### src/rtl/cpu_pkg.sv
// Shared CPU definitions: widths, reset address and the resolved PC command.
// Latency: none (types and constants only).
// Backpressure: not applicable.
package cpu_pkg;

    localparam int ADDR_W   = 6;
    localparam int BUS_W    = 8;
    localparam int PC_RESET = 0;

    // One command per cycle, after priority resolution (ret > call > ld > inc).
    typedef enum logic [2:0] {
        IDLE = 3'd0,
        INC  = 3'd1,
        LD   = 3'd2,
        CALL = 3'd3,
        RET  = 3'd4
    } pc_cmd_t;

endpackage

### src/rtl/pc_unit_ret_stack.sv
// Return-address LIFO: push writes stack[sp], pop drops the top entry.
// Latency: push/pop take effect on the next rising edge; data_out is the current top.
// Backpressure: none; the caller must not push when full or pop when empty.
module ret_stack #(
    parameter int AW    = cpu_pkg::ADDR_W,
    parameter int DEPTH = 4,
    parameter int SPW   = $clog2(DEPTH) + 1
) (
    input  logic          clk,
    input  logic          rst,
    input  logic          push,
    input  logic          pop,
    input  logic [AW-1:0] data_in,
    output logic [AW-1:0] data_out,
    output logic [SPW-1:0] sp,
    output logic          full,
    output logic          empty
);

    localparam int IW = $clog2(DEPTH);

    logic [AW-1:0] mem [DEPTH];
    logic [IW-1:0] wr_idx;
    logic [IW-1:0] rd_idx;

    // sp is the next free slot; the top entry sits one below it.
    assign wr_idx   = sp[IW-1:0];
    assign rd_idx   = wr_idx - IW'(1);
    assign data_out = mem[rd_idx];
    assign full     = (sp == SPW'(DEPTH));
    assign empty    = (sp == '0);

    // Occupancy and storage update; contents are cleared on reset.
    always_ff @(posedge clk or negedge rst) begin
        if (!rst) begin
            sp <= '0;
            for (int i = 0; i < DEPTH; i++) begin
                mem[i] <= '0;
            end
        end else if (push && !full) begin
            mem[wr_idx] <= data_in;
            sp          <= sp + SPW'(1);
        end else if (pop && !empty) begin
            sp <= sp - SPW'(1);
        end
    end

endmodule

### src/rtl/pc_unit.sv
// Program counter with increment, jump, call/return and bus drive.
// Latency: every command is visible on pc one cycle later; bus_out/bus_oe are combinational.
// Backpressure: hold freezes all state; otherwise a command is accepted every cycle.
module pc_unit
    import cpu_pkg::*;
#(
    parameter int AW    = ADDR_W,
    parameter int DW    = BUS_W,
    parameter int DEPTH = 4,
    parameter int SPW   = $clog2(DEPTH) + 1
) (
    input  logic           clk,
    input  logic           rst,
    input  logic           inc,
    input  logic           ld,
    input  logic           call,
    input  logic           ret,
    input  logic           hold,
    input  logic           oe,
    input  logic [DW-1:0]  bus_in,
    output logic [AW-1:0]  pc,
    output logic [DW-1:0]  bus_out,
    output logic           bus_oe,
    output logic           wrap,
    output logic           ovf,
    output logic           unf,
    output logic [SPW-1:0] sp
);

    pc_cmd_t       cmd;
    logic [AW-1:0] pc_next_seq;
    logic [AW-1:0] stk_top;
    logic          stk_full;
    logic          stk_empty;
    logic          stk_push;
    logic          stk_pop;
    logic          unused_bus_hi;

    // Upper bus bits never reach the address.
    assign unused_bus_hi = ^bus_in[DW-1:AW];
    assign pc_next_seq   = pc + AW'(1);

    // Resolve simultaneous requests to a single command: ret > call > ld > inc.
    always_comb begin
        cmd = IDLE;
        if (ret)       cmd = RET;
        else if (call) cmd = CALL;
        else if (ld)   cmd = LD;
        else if (inc)  cmd = INC;
    end

    assign stk_push = !hold && (cmd == CALL) && !stk_full;
    assign stk_pop  = !hold && (cmd == RET)  && !stk_empty;

    ret_stack #(
        .AW    (AW),
        .DEPTH (DEPTH),
        .SPW   (SPW)
    ) u_ret_stack (
        .clk      (clk),
        .rst      (rst),
        .push     (stk_push),
        .pop      (stk_pop),
        .data_in  (pc_next_seq),
        .data_out (stk_top),
        .sp       (sp),
        .full     (stk_full),
        .empty    (stk_empty)
    );

    // PC register, one-cycle wrap pulse and sticky stack error flags.
    always_ff @(posedge clk or negedge rst) begin
        if (!rst) begin
            pc   <= AW'(PC_RESET);
            wrap <= 1'b0;
            ovf  <= 1'b0;
            unf  <= 1'b0;
        end else begin
            wrap <= 1'b0;
            if (!hold) begin
                case (cmd)
                    INC: begin
                        pc   <= pc_next_seq;
                        wrap <= (pc == '1);
                    end
                    LD: pc <= bus_in[AW-1:0];
                    CALL: begin
                        if (stk_full) ovf <= 1'b1;
                        else          pc  <= bus_in[AW-1:0];
                    end
                    RET: begin
                        if (stk_empty) unf <= 1'b1;
                        else           pc  <= stk_top;
                    end
                    default: ;
                endcase
            end
        end
    end

    // Bus drive is purely a view of pc; it never affects state.
    assign bus_oe  = oe;
    assign bus_out = oe ? {{(DW-AW){1'b0}}, pc} : '0;

endmodule

### config.mk
export PLATFORM = sky130hd
export DESIGN_NAME = pc_unit
export DESIGN_NICKNAME = d
export VERILOG_FILES = /design/src/rtl/cpu_pkg.sv /design/src/rtl/pc_unit_ret_stack.sv /design/src/rtl/pc_unit.sv
export SDC_FILE = /design/constraint.sdc
export NUM_CORES = 1
export LEC_CHECK = 0
export ABC_AREA = 1
export BUFFER_PORTS_ARGS = -buffer_cell sky130_fd_sc_hd__buf_2
export CAP_MARGIN = 15
export CORE_ASPECT_RATIO = 1.75
export CORE_UTILIZATION = 42
export CTS_CLUSTER_SIZE = 28
export DETAILED_ROUTE_END_ITERATION = 6
export PLACE_DENSITY = 0.76
export SETUP_SLACK_MARGIN = 0.3
export SLEW_MARGIN = 30
export SYNTH_ARGS = -nofsm -noshare
export SYNTH_HDL_FRONTEND = slang
export SYNTH_SLANG_ARGS = --single-unit
### constraint.sdc
create_clock -name clk -period 2.4 [get_ports clk]
set_input_delay 0.48 -clock clk [delete_from_list [all_inputs] [get_ports clk]]
set_output_delay 0.48 -clock clk [all_outputs]
set_load 0.005 [all_outputs]
==> results.json <==
{
  "yosys-top-cells-area": "dfrtp_1 44%, nand2_1 22%, inv_1 5.6%",
  "maxSlewViolCount": 0,
  "synth_async_sr_flop_share_pct": 100.0,
  "postSynthRegisterBits": 36,
  "ctsResizeCount": 0,
  "synthTopCellsByCount": "123 x nand2_1, 36 x dfrtp_1, 31 x inv_1",
  "num-nets-final": 341,
  "rsz0062_at_grt": "no",
  "dieWidth_um": 55.08,
  "dieArea_um2": 5226,
  "cp.required_ns": 2.58,
  "finalPower_w": 0.002833,
  "critical_path_class": "register to register",
  "path_common_cell": "nand2_1",
  "drive_gt1_share_pct": 17.19,
  "period_needed_ns": 1.830,
  "worst_pin_slew_ns": 0.8164,
  "cts.sinks": 36,
  "io_buffer_count": 32,
  "post_cts_buffers": 0,
  "synth_top_area_share_pct": 43.50,
  "synth_seq_area_share_pct": 43.50,
  "fin_setup_tns_ns": 0,
  "clk_pin_slew_ns": 0.07,
  "fin_worst_skew_ns": 0.008060,
  "netlist-cell-type-count": 25,
  "critPathSlowestCell": "dfrtp_1",
  "die_h_um": 94.89,
  "grt_max_degree": 37,
  "endpoint_kind": "register",
  "track_usage_pct": 21.32,
  "crit_chain": "inv_2 -> ha_2 -> nand2_2 -> nand4_4 -> xor2_1 -> inv_1 -> ha_1 -> inv_1 -> nand2_1 -> nand2_1 -> nand2_1 -> nand2_1 -> nand2_1",
  "syn_area_um2": 2071,
  "wl_per_cell_um": 12.53,
  "cp-start-kind": "register",
  "pwr_density_cell_nw_per_um2": 1195,
  "postSynthAreaPerCell_um2": 7.190,
  "p_leak_nw": 1.300,
  "wirelength_um": 4662,
  "gp_congestion": 0.8385,
  "place_hpwl_um": 3589,
  "cts_tree": "done",
  "setup_viol": 0,
  "grt_pass1_wl_um": 8024,
  "vias_per_cell": 5.016,
  "antenna_found_initial": 0,
  "fmax_ghz": 0.5464,
  "antennaDiodeCount": 0,
  "maxSlewHeadroom_pct": 45.57,
  "status": "complete, no violations",
  "ios": 37,
  "clockBufferDepth": 2,
  "insertion_delay_ns": 0.29,
  "coreArea_um2": 4707,
  "dr_total_vias": 1866,
  "cts_buffers": 5,
  "grt_pass1_vias": 1861,
  "hp-class": "input pin to async pin",
  "start_util_pct": 43.99,
  "drc_errors": 0,
  "drv.max_cap_violation_count": 0,
  "synth_area_leader_cell": "dfrtp_1",
  "synthFlopType": "dfrtp_1",
  "cts_hold_buf": 0,
  "syn_to_final_growth_pct": 14.44,
  "critical_path_arrival_ns": 2.01,
  "ys_warn_count": 0,
  "ant_nets": 0,
  "yosysMostFrequentCell": "nand2_1",
  "cts-htree-levels": 2,
  "drtIter0Drc": 51,
  "crit_fanout": 12,
  "peakVddDrop_uv": 662.2,
  "clockRootBuffer": "clkbuf_8",
  "num_rows": 33,
  "grt_overflow": 0,
  "first_pass_iters": 4,
  "syn_inst": 288,
  "synth_edf_count": 0,
  "critPathMaxStageDelay_ns": 0.39,
  "finalHoldViolations": 0,
  "fin_crit_sh_pct": 76.26
}
report_power, final:
| part | internal [W] | total [W] | switching (W) | leakage [nW] |
|---|---|---|---|---|
| logic | 0.000490 | 0.00131 | 0.000823 | 0.803 |
| registers | 0.000872 | 0.00107 | 0.000194 | 0.453 |
| clock network | 0.000233 | 0.000454 | 0.000221 | 0.0445 |
| total | 0.00160 | 0.00283 | 0.00124 | 1.30 |
state kept, by name (all words and copies together) (netlist names):
name	count
u_ret_stack.mem	24
pc	6
u_ret_stack.sp	3
ovf	1
unf	1
wrap	1
critical path, delay by kind of cell (launching register included):
| kind | cells | cell delay (ns) |
|---|---|---|
| and+or+nand+nor | 7 | 0.47 |
| DFF | 1 | 0.39 |
| xor gates and xnor gates | 1 | 0.14 |
| buffers and inverters | 3 | 0.32 |
| adders and majority gates | 2 | 0.40 |
cell usage in the layout (no fill, tap or decap), types with 2 or more instances in the layout:
cell and n:
clkbuf_8 6, buf_2 32, and2_1 2, inv_2 3, conb_1 2, nor2_1 4
buf_4 2, xor2_1 3, inv_1 30, nand2_1 122, o21ai_1 22, o211ai_1 2
ha_1 5, o21ai_0 6, nand3_1 23, nor2_2 4, nand4_1 4, dfrtp_1 36
worst paths after layout:
check / slack (ns) / to / cells past startpoint / start
max: 0.57 / u_ret_stack.sp[2]$_DFFE_PN0P_ / 13 / u_ret_stack.sp[0]$_DFFE_PN0P_
min: 0.28 / u_ret_stack.mem[8]$_DFFE_PN0P_ / 1 / rst
max reg2reg: 0.57 / u_ret_stack.sp[2]$_DFFE_PN0P_ / 13 / u_ret_stack.sp[0]$_DFFE_PN0P_
min reg2reg: 0.46 / ovf$_DFFE_PN0P_ / 1 / ovf$_DFFE_PN0P_
max in group asynchronous: 1.59 / u_ret_stack.mem[23]$_DFFE_PN0P_ / 1 / rst
min in group clk: 0.46 / ovf$_DFFE_PN0P_ / 1 / ovf$_DFFE_PN0P_
final cells by class:
| class | count | area [um^2] |
|---|---|---|
| fillers | 479 | 2337 |
| inverters | 33 | 123.9 |
| repair buffers | 34 | 175.2 |
| flip-flops and latches | 36 | 900.9 |
| clock inverters | 1 | 7.507 |
| multi-input cells | 209 | 1011 |
| clock buffers | 7 | 86.33 |
| well taps | 52 | 65.06 |
routing by layer:
metal	share of wire (%)	wire, um	track usage [%]
met1	38	1765	22.25
met2	57	2661	39.26
met3	2.4	113	2.738
met4	2.6	122	10.00
met5	0	0	0
cell families after synthesis:
logic type / Yosys count / share of synthesized area [%]
flops: 36 / 43.50
fa+ha+maj: 6 / 3.625
buf+inv: 44 / 8.761
other cells: 1 / 0.1811
simple gates: 164 / 33.35
xor+xnor: 3 / 1.269
compound gates: 34 / 9.305
metrics by stage:
step	instances	cell area [um^2]	worst slack, ns	hold slack [ns]	util (%)
finish	372	2370	0.5698	0.2811	50.35
global route	372	2370	0.3437	0.3583	50.35
CTS	372	2365	0.4122	0.3034	50.24
detailed placement	364	2271	0.4304	0.4482	48.25
global placement	364	2271	0.4601	0.4357	48.25
floorplan	289	2111	0.3129	0.1844	-
No activity file was read; power rests on OpenSTA's default activity.
